==> src/rtl/dds_phase_accumulator.sv <==
// dds_phase_accumulator
//   NCO front end of the DDS chain. Accumulates a frequency tuning word (FTW)
//   on every enabled clock and adds a phase offset. The top ADDR_WIDTH bits of
//   the result drive the sine-ROM address. FTW and offset writes go to shadow
//   registers and are committed on an accumulator wrap, which keeps the phase
//   continuous. A linear sweep engine steps the FTW towards a stop value.
//
// Ports
//   clock, reset_n         : clock and synchronous active-low reset
//   enable                 : 1 = accumulate, 0 = hold phase
//   cfg_valid/ready/sel/data: config writes (0=FTW, 1=offset, 2=step, 3=stop)
//   sweep_start, sweep_dwell: start pulse and enabled cycles per sweep step
//   addr, addr_valid       : ROM address and its qualifier
//   wrap                   : one-cycle pulse on accumulator carry-out
//   sweep_busy, sweep_done : sweep in progress / one-cycle completion pulse
module dds_phase_accumulator #(
    parameter int PHASE_WIDTH = 32,
    parameter int ADDR_WIDTH  = 11,
    parameter int DWELL_WIDTH = 16
) (
    input  logic                   clock,
    input  logic                   reset_n,
    input  logic                   enable,
    input  logic                   cfg_valid,
    output logic                   cfg_ready,
    input  logic [1:0]             cfg_sel,
    input  logic [PHASE_WIDTH-1:0] cfg_data,
    input  logic                   sweep_start,
    input  logic [DWELL_WIDTH-1:0] sweep_dwell,
    output logic [ADDR_WIDTH-1:0]  addr,
    output logic                   addr_valid,
    output logic                   wrap,
    output logic                   sweep_busy,
    output logic                   sweep_done
);

    typedef enum logic [1:0] {IDLE, SWEEP, DONE} state_t;

    state_t                 state;
    logic [PHASE_WIDTH-1:0] phase_acc;
    logic [PHASE_WIDTH-1:0] ftw_active, ftw_shadow;
    logic [PHASE_WIDTH-1:0] offset_active, offset_shadow;
    logic [PHASE_WIDTH-1:0] step, stop;
    logic                   ftw_pend, offset_pend;
    logic [DWELL_WIDTH-1:0] dwell_cnt;

    logic [PHASE_WIDTH:0]   acc_sum;
    logic [PHASE_WIDTH-1:0] addr_sum;
    logic [PHASE_WIDTH:0]   sweep_next;
    logic [DWELL_WIDTH-1:0] dwell_last;
    logic                   commit, cfg_fire, start_ok, dwell_hit, sweep_end;

    assign acc_sum  = {1'b0, phase_acc} + {1'b0, ftw_active};
    assign addr_sum = phase_acc + offset_active;
    // Shadows move to active on the wrap edge, or at once while holding.
    assign commit   = !enable || acc_sum[PHASE_WIDTH];
    assign cfg_fire = cfg_valid && cfg_ready;
    assign start_ok = (state == IDLE) && sweep_start && (step != '0);

    // A dwell of 0 behaves as 1. Using >= keeps the counter from running
    // away if sweep_dwell is lowered mid-sweep.
    assign dwell_last = (sweep_dwell == '0) ? '0 : sweep_dwell - DWELL_WIDTH'(1);
    assign dwell_hit  = dwell_cnt >= dwell_last;
    assign sweep_next = {1'b0, ftw_active} + {1'b0, step};
    assign sweep_end  = sweep_next[PHASE_WIDTH] || (sweep_next[PHASE_WIDTH-1:0] >= stop);

    assign cfg_ready  = (state == IDLE);
    assign sweep_busy = (state == SWEEP);
    assign sweep_done = (state == DONE);

    always_ff @(posedge clock) begin
        if (!reset_n) begin
            state         <= IDLE;
            phase_acc     <= '0;
            ftw_active    <= '0;
            ftw_shadow    <= '0;
            offset_active <= '0;
            offset_shadow <= '0;
            step          <= '0;
            stop          <= '0;
            ftw_pend      <= 1'b0;
            offset_pend   <= 1'b0;
            dwell_cnt     <= '0;
            addr          <= '0;
            addr_valid    <= 1'b0;
            wrap          <= 1'b0;
        end else begin
            if (enable) begin
                phase_acc  <= acc_sum[PHASE_WIDTH-1:0];
                wrap       <= acc_sum[PHASE_WIDTH];
                addr       <= addr_sum[PHASE_WIDTH-1 -: ADDR_WIDTH];
                addr_valid <= 1'b1;
            end else begin
                wrap       <= 1'b0;
                addr_valid <= 1'b0;
            end

            if (offset_pend && commit) begin
                offset_active <= offset_shadow;
                offset_pend   <= 1'b0;
            end

            // The sweep engine owns ftw_active outside IDLE, so a pending FTW
            // waits until the sweep has finished.
            if (ftw_pend && (state == IDLE) && (commit || start_ok)) begin
                ftw_active <= ftw_shadow;
                ftw_pend   <= 1'b0;
            end

            // Placed after the commits: a write landing with a commit leaves
            // the new value in shadow with pending still set.
            if (cfg_fire) begin
                case (cfg_sel)
                    2'd0: begin ftw_shadow    <= cfg_data; ftw_pend    <= 1'b1; end
                    2'd1: begin offset_shadow <= cfg_data; offset_pend <= 1'b1; end
                    2'd2: step <= cfg_data;
                    2'd3: stop <= cfg_data;
                endcase
            end

            case (state)
                IDLE: begin
                    if (start_ok) begin
                        state     <= SWEEP;
                        dwell_cnt <= '0;
                    end
                end
                SWEEP: begin
                    if (enable) begin
                        if (dwell_hit) begin
                            dwell_cnt <= '0;
                            if (sweep_end) begin
                                ftw_active <= stop;
                                state      <= DONE;
                            end else begin
                                ftw_active <= sweep_next[PHASE_WIDTH-1:0];
                            end
                        end else begin
                            dwell_cnt <= dwell_cnt + DWELL_WIDTH'(1);
                        end
                    end
                end
                DONE:    state <= IDLE;
                default: state <= IDLE;
            endcase
        end
    end

endmodule

==> config.mk <==
export PLATFORM = sky130hd
export DESIGN_NAME = dds_phase_accumulator
export DESIGN_NICKNAME = d
export VERILOG_FILES = /design/src/rtl/dds_phase_accumulator.sv
export SDC_FILE = /design/constraint.sdc
export NUM_CORES = 1
export LEC_CHECK = 0
export CAP_MARGIN = 20
export CORE_UTILIZATION = 25
export DETAILED_ROUTE_END_ITERATION = 10
export PLACE_DENSITY = 0.48
export SLEW_MARGIN = 40
export SYNTH_ARGS = -nofsm -noshare
export SYNTH_HDL_FRONTEND = slang
export SYNTH_SLANG_ARGS = --single-unit
==> constraint.sdc <==
create_clock -name clock -period 5.1 [get_ports clock]
set_input_delay 1.275 -clock clock [delete_from_list [all_inputs] [get_ports clock]]
set_output_delay 1.275 -clock clock [all_outputs]
set_load 0.01 [all_outputs]
==> metrics, run 1 <==
Max VDD drop=approximately 230 µV; Synth Warn #=0; Reg clk slew, reported paths=0.06 ns; total CTS buffers=29; via count=about 14000; fraction of layout cells with a size suffix above 1=9.15%; router iterations before antenna repair=5; Placer Congestion=0.852; crit end category=flop; die width=251 µm; Final period util=between 90 and 100%; Syn Inst Count=about 1900; fin nets=around 2200; core area=between 60000 and 70000 µm²; Layout Utilization=30.2%; CTS Hold Bufs=0; setup violators final=0; CP arrival=5.29 ns; Sink Count=257; Leak Pwr=approximately 0.0074 µW; worst min path class=flop to flop; Commonest cells post-synth=nand2_1 (379), dfxtp_1 (257), a21oi_1 (216), nor2_1 (152), ha_1 (144); CTS tree=built; GRT Util Overall=between 10% and 20%; outcome=complete, no violations; drt initial violations=between 700 and 800; CP required=approximately 5.6 ns; Yosys top cell by area=dfxtp_1; Clock Skews=around 0.013 ns; Die Ht=about 250 µm; Unique masters post-synth=84; H-tree Lvls=1; DRC violations left=0; antenna fix cells=0; Area contributors post-synth=dfxtp_1 (33%), ha_1 (12%), nand2_1 (9.2%), a21oi_1 (7.0%), mux2i_1 (4.1%); ys async rst share=0%; Clock Path Buffers=3; Yosys top cell area share=roughly 33%; worst skew pair latency=roughly 0.56 ns; most common cell in the netlist=nand2_1; vias in the first global route=roughly 13000; syn_nets=approximately 2100; routed vias/inst=approximately 4.9; Peak Freq=~210 MHz; Die Area=between 60000 and 70000 µm²; CP Class=flop to flop; register bit total from synthesis=257; unrepaired setup endpoints after global routing=false; Slew @ Worst Pin=0.797 ns; fin area=approximately 18000 µm²; Core Rows=90; CTS root buf=clkbuf_16; top_reg_cell synth=dfxtp_1; Worst Reg-to-Reg Cells=22; total gr overflow=0; final hold vios=0; Final Critical Period=~4.8 ns; Initial Util=~25%; placed instance area=roughly 17000 µm²; Startpoint Class=flop; Port Buffers=70; global-route wire length before repair=73800 µm; DR WL/cell=16.8 µm; antenna violations before repair=0; Detail Route Antenna Nets=0; Max Cap Viol=0; Slew Viols, Final=0; Area Overhead vs Synth=18.5%; largest net degree at the start of global routing=between 90 and 100; Mapped Area=15500 µm²; Crit Path Max Fanout=20; hold path depth=2; I/O pin count=71; overall routed net length=between 40000 and 50000 µm; Max-slew headroom=between 40 and 50%; pwr dens=262 nW/µm²; EDFF count, synth=0; HPWL after detailed placement=between 30000 and 40000 µm; syn_area_per_cell=between 8 and 9 µm²; post-synthesis sequential area ratio=around a third
## power by group
group | switching, µW | internal (µW)
sequential | 35.9 | 2050
combinational | 408 | 252
clock | 860 | 1190
total | 1300 | 3490
## flip-flops by register name (all words and copies together), names as in the netlist
signal         flops
ftw_shadow        32
wrap               1
addr_valid         1
state              2
offset_pend        1
addr              11
stop              32
ftw_active        32
dwell_cnt         16
offset_active     32
offset_shadow     32
step              32
phase_acc         32
ftw_pend           1
## placed cells by master, fill, tap and decap left out, types with 6 or more instances in the layout
| cell type | instances |
|---|---|
| nand2_1 | 379 |
| dfxtp_1 | 257 |
| a21oi_1 | 215 |
| nor2_1 | 152 |
| ha_1 | 144 |
| buf_4 | 72 |
| clkdlybuf4s50_1 | 69 |
| mux2i_1 | 63 |
| inv_1 | 59 |
| a21o_1 | 52 |
| xnor2_1 | 46 |
| o21ai_0 | 43 |
| xor2_1 | 40 |
| nand4_1 | 31 |
| clkbuf_16 | 29 |
| mux2_1 | 26 |
| nand3_1 | 22 |
| nor3_1 | 18 |
| nor2b_1 | 17 |
| a311oi_2 | 17 |
| a211oi_1 | 16 |
| nand2b_1 | 14 |
| nand3b_1 | 13 |
| a31oi_1 | 12 |
| nor4_1 | 10 |
| o21a_1 | 10 |
| o21ai_1 | 8 |
| clkbuf_8 | 7 |
| or3_1 | 6 |
| and2_1 | 6 |
| and3_1 | 6 |
| a311oi_1 | 6 |
| clkbuf_1 | 6 |
## critical path, stage by stage, from the launching register on
cell	delay, ns
dfxtp_1	0.38
ha_1	0.27
a21o_1	0.19
a31oi_1	0.26
a21oi_1	0.13
a211oi_1	0.27
o21ai_2	0.13
a31oi_1	0.32
buf_4	0.19
o31ai_1	0.09
xor2_1	0.27
ha_1	0.31
a21o_1	0.19
a21o_1	0.17
a21oi_1	0.15
o21a_1	0.14
nor2_1	0.05
a21oi_1	0.29
nand4_4	0.16
inv_2	0.16
buf_12	0.19
nand2_1	0.11
a221oi_1	0.31
## final timing paths
| path | from | slack [ns] | endpoint |
|---|---|---|---|
| setup / recovery | ftw_active[7] | 0.26 | ftw_active[27] |
| hold / removal | ftw_shadow[12] | 0.45 | ftw_shadow[12] |
| hold reg to reg | ftw_shadow[12] | 0.45 | ftw_shadow[12] |
| setup reg to reg | ftw_active[7] | 0.26 | ftw_active[27] |
## through the flow
step	total power, µW	TNS, ns	setup WS [ns]	hold slack, ns	std cells
global placement	2780	-11.17	-0.357	0.440	2730
CTS	4860	0	0.0388	0.455	2781
floorplan	2490	0	0.0716	0.432	1892
global route	5010	0	0.00581	0.469	2782
detailed placement	2790	-10.89	-0.383	0.447	2730
finish	4800	0	0.263	0.450	2782
## routing by layer
metal  vias up  global-route usage [%]  part of all wire [%]
li1       6843                       -                     -
met1      6478                    20.4                    49
met2       253                    23.9                    45
met3        54                    1.60                   4.0
met4         0                    4.08                   2.3
met5         -                       0                     0
## layout make-up
cell class / instances / area (µm²)
fill: 6346 / 42400
timing repair buffer: 147 / 1330
clock inverter: 9 / 78.8
tap: 782 / 978
inverter: 61 / 234
multi-input combinational: 1484 / 9730
sequential: 257 / 5140
clock buffer: 42 / 845
## cells by family after synthesis
group / after synthesis / synth area share [%]
DFF: 257 / 33.3
buffers and inverters: 151 / 4.39
adders and majority gates: 146 / 11.9
and+or+nand+nor: 702 / 19.9
muxes: 92 / 6.18
xor gates and xnor gates: 86 / 4.87
AOI/OAI and AO/OA: 458 / 19.5
## timing repair
action / CTS / global route
endpoints found under the setup margin: 0 / 33
gates resized for setup: 0 / 15
buffers inserted: 0 / 1
No activity file was read; power rests on OpenSTA's default activity.
==> run 2, diff against run 1 <==
Settings changed: DONT_BUFFER_PORTS set to 1, GPL_TIMING_DRIVEN set to 0, PLACE_DENSITY 0.48 to 0.47.
==> run 2 against run 1 <==
Against the previous run:
- final cell count decreased by 1.7%
- via count decreased by 1.0%
- critical endpoint is now ftw_active[2]
- clock power increased by 17%
- non-clock buffer count decreased by 54
- worst setup slack got worse by 0.055 ns
- highest routed layer unchanged
- die area unchanged
- largest cell class unchanged
- register-to-register slack got worse by 0.05 ns
==> metrics, run 2 (same netlist as run 1, synthesis figures left out) <==
# fillers=6444 (+1.5%); Detail Route Antenna Nets=0 (unchanged); Slew @ Worst Pin=0.889 ns (+0.0925 ns); placed instance area=16500 µm² (-5.1%); R2R Path Start=ftw_active[0]; via count=13500 (-1.0%); Leak Pwr=0.00708 µW (-4.9%); vias in the first global route=13200 (+0.091%); Layout Utilization=29.2% (-1.0 points); fraction of layout cells with a size suffix above 1=7.48% (-1.7 points); Die Ht=251 µm (unchanged); routed vias/inst=4.93 (+0.67%); Final period util=95.9% (+1.1 points); drt initial violations=849 (+16%); total CTS buffers=31 (+6.9%); Die Area=62900 µm² (unchanged); router iterations before antenna repair=5 (unchanged); Area Overhead vs Synth=14.5%; global-route wire length before repair=77500 µm (+5.0%); Reg power frac=41.2% (-2.3 points); die width=251 µm (unchanged); Max Cap Viol=0 (unchanged); NetSw=1370 µW (+4.9%); Sink Count=257 (unchanged); CP required=5.52 ns (-0.03 ns); fin area=17700 µm² (-3.4%); CTS root buf=clkbuf_16; DR WL/cell=18.6 µm (+10%); I/O pin count=71 (unchanged); Max VDD drop=267 µV (+15%); crit end category=flop; commonest cells after routing, fill and taps aside=nand2_1 (379), dfxtp_1 (255), a21oi_1 (214), nor2_1 (149), ha_1 (144); antenna violations before repair=1 (+1); setup violators final=0 (unchanged); unrepaired setup endpoints after global routing=false; DRC violations left=0 (unchanged); Reg clk slew, reported paths=0.06 ns (about the same); Max-slew headroom=40.7% (-6.2 points); Clock Path Buffers=3 (unchanged); core area=60700 µm² (unchanged); CTS tree=built; CP arrival=5.32 ns (+0.03 ns); Sw Share=27.0% (-0.19 points); crit path to=ftw_active[2]; Slew Viols, Final=0 (unchanged); Peak Freq=204 MHz (-1.1%); largest net degree at the start of global routing=15 (-85%); Placer Congestion=0.866 (+1.6%); worst skew pair latency=0.57 ns (about the same); Initial Util=25.5% (unchanged); worst min path class=flop to flop; Fin Setup TNS=0 ns (unchanged); Clock Skews=0.0121 ns (-0.00125 ns); DP Cell Count=2674 (-2.1%); final hold vios=0 (unchanged); outcome=complete, no violations; overall routed net length=50800 µm (+8.5%); Min Hold Slack=0.449 ns (-0.000583 ns); commonest non-fill, non-tap cell in the layout=nand2_1; fin nets=2129 (-2.4%); crit path launch=ftw_active[0]; Core Rows=90 (unchanged); total gr overflow=0 (unchanged); post-route insts no fill=2735 (-1.7%); GRT Util Overall=15.8% (+1.1 points); CP Class=flop to flop; H-tree Lvls=1 (unchanged); Comb pwr share=11.5% (-2.3 points); R2R Path End=ftw_active[2]; Port Buffers=0 (-100%); Startpoint Class=flop; Worst Reg-to-Reg Cells=20 (-9.1%); R2R setup slack=0.21 ns (-0.05 ns); internal power=3700 µW (+5.9%); Hold Crit Start=ftw_shadow[23]; clock share of power=47.3% (+4.6 points); Final Critical Period=4.89 ns (+0.0549 ns); pwr dens=286 nW/µm² (+9.4%); Crit Path Max Fanout=11 (-45%); HPWL after detailed placement=40300 µm (+17%)
run 2: cell count changes in the layout (fill, tap and decap cells not counted), sizes merged:
cell	delta
buf	-59
clkbuf	+70
clkdlybuf4s50	-69
dlygate4sd3	+2
diode	+2
clkinvlp	+3
bufinv	+4
run 2: power by group through the flow:
stage               clock, µW  sequential, µW  combinational, µW
floorplan                   0            2120                372
global placement            0            2130                552
detailed placement          0            2130                558
CTS                      2450            2090                573
global route             2530            2090                632
finish                   2400            2090                582
run 2: metrics by stage:
stage / power (µW) / worst slack (ns)
floorplan: 2490 / 0.0716
global placement: 2680 / -0.785
detailed placement: 2690 / -0.832
CTS: 5110 / 0.00419
global route: 5250 / 0.0167
finish: 5070 / 0.208
run 2: layer usage:
metal	global-route usage, %	vias to the layer above	part of all wire [%]
met5	0	-	0
li1	-	6752	-
met2	26.4	261	45
met4	4.19	0	2.0
met3	2.71	53	5.1
met1	21.0	6422	47
run 2: worst min path at each step:
stage	endpoint	depth (start not counted)	slack [ns]
final	ftw_shadow[23]	2	0.45
after global routing	ftw_shadow[13]	2	0.47
after CTS	ftw_shadow[23]	2	0.45
after detailed placement	ftw_shadow[23]	2	0.44
after global placement	ftw_shadow[17]	2	0.44
after floorplan	ftw_shadow[0]	2	0.43
run 2: critical path: stages (launching register included):
cell and delay (ns):
dfxtp_1 0.37, ha_1 0.25, fa_1 0.44, a211oi_2 0.25, o211ai_1 0.16, a31oi_2 0.28, a21o_1 0.20, a31o_2 0.26
a2bb2oi_2 0.21, a21oi_1 0.10, xor2_1 0.16, ha_1 0.29, nand4_1 0.18, or3_1 0.41, nor2_2 0.17, a311oi_2 0.16
nand4_4 0.17, buf_4 0.25, nor2b_1 0.07, a211oi_1 0.25, a211oi_1 0.09
run 2: final cells by class:
type / count / area [µm²] / share of cell area [%]
diodes: 2 / 5.00 / 0.0283
repair buffers: 4 / 30.0 / 0.170
inverters: 61 / 231 / 1.31
clock buffers: 40 / 880 / 4.97
multi-input cells: 1484 / 9760 / 55.1
clock inverters: 16 / 218 / 1.23
well taps: 782 / 978 / 5.53
plain buffers: 89 / 455 / 2.57
flip-flops and latches: 257 / 5150 / 29.1
run 2: what timing repair did:
action,in CTS,in global routing
pin swaps,4,4
endpoints found under the setup margin,34,35
resized for setup,14,22
cloned,0,0
hold buffers,0,0
buffers inserted,2,2
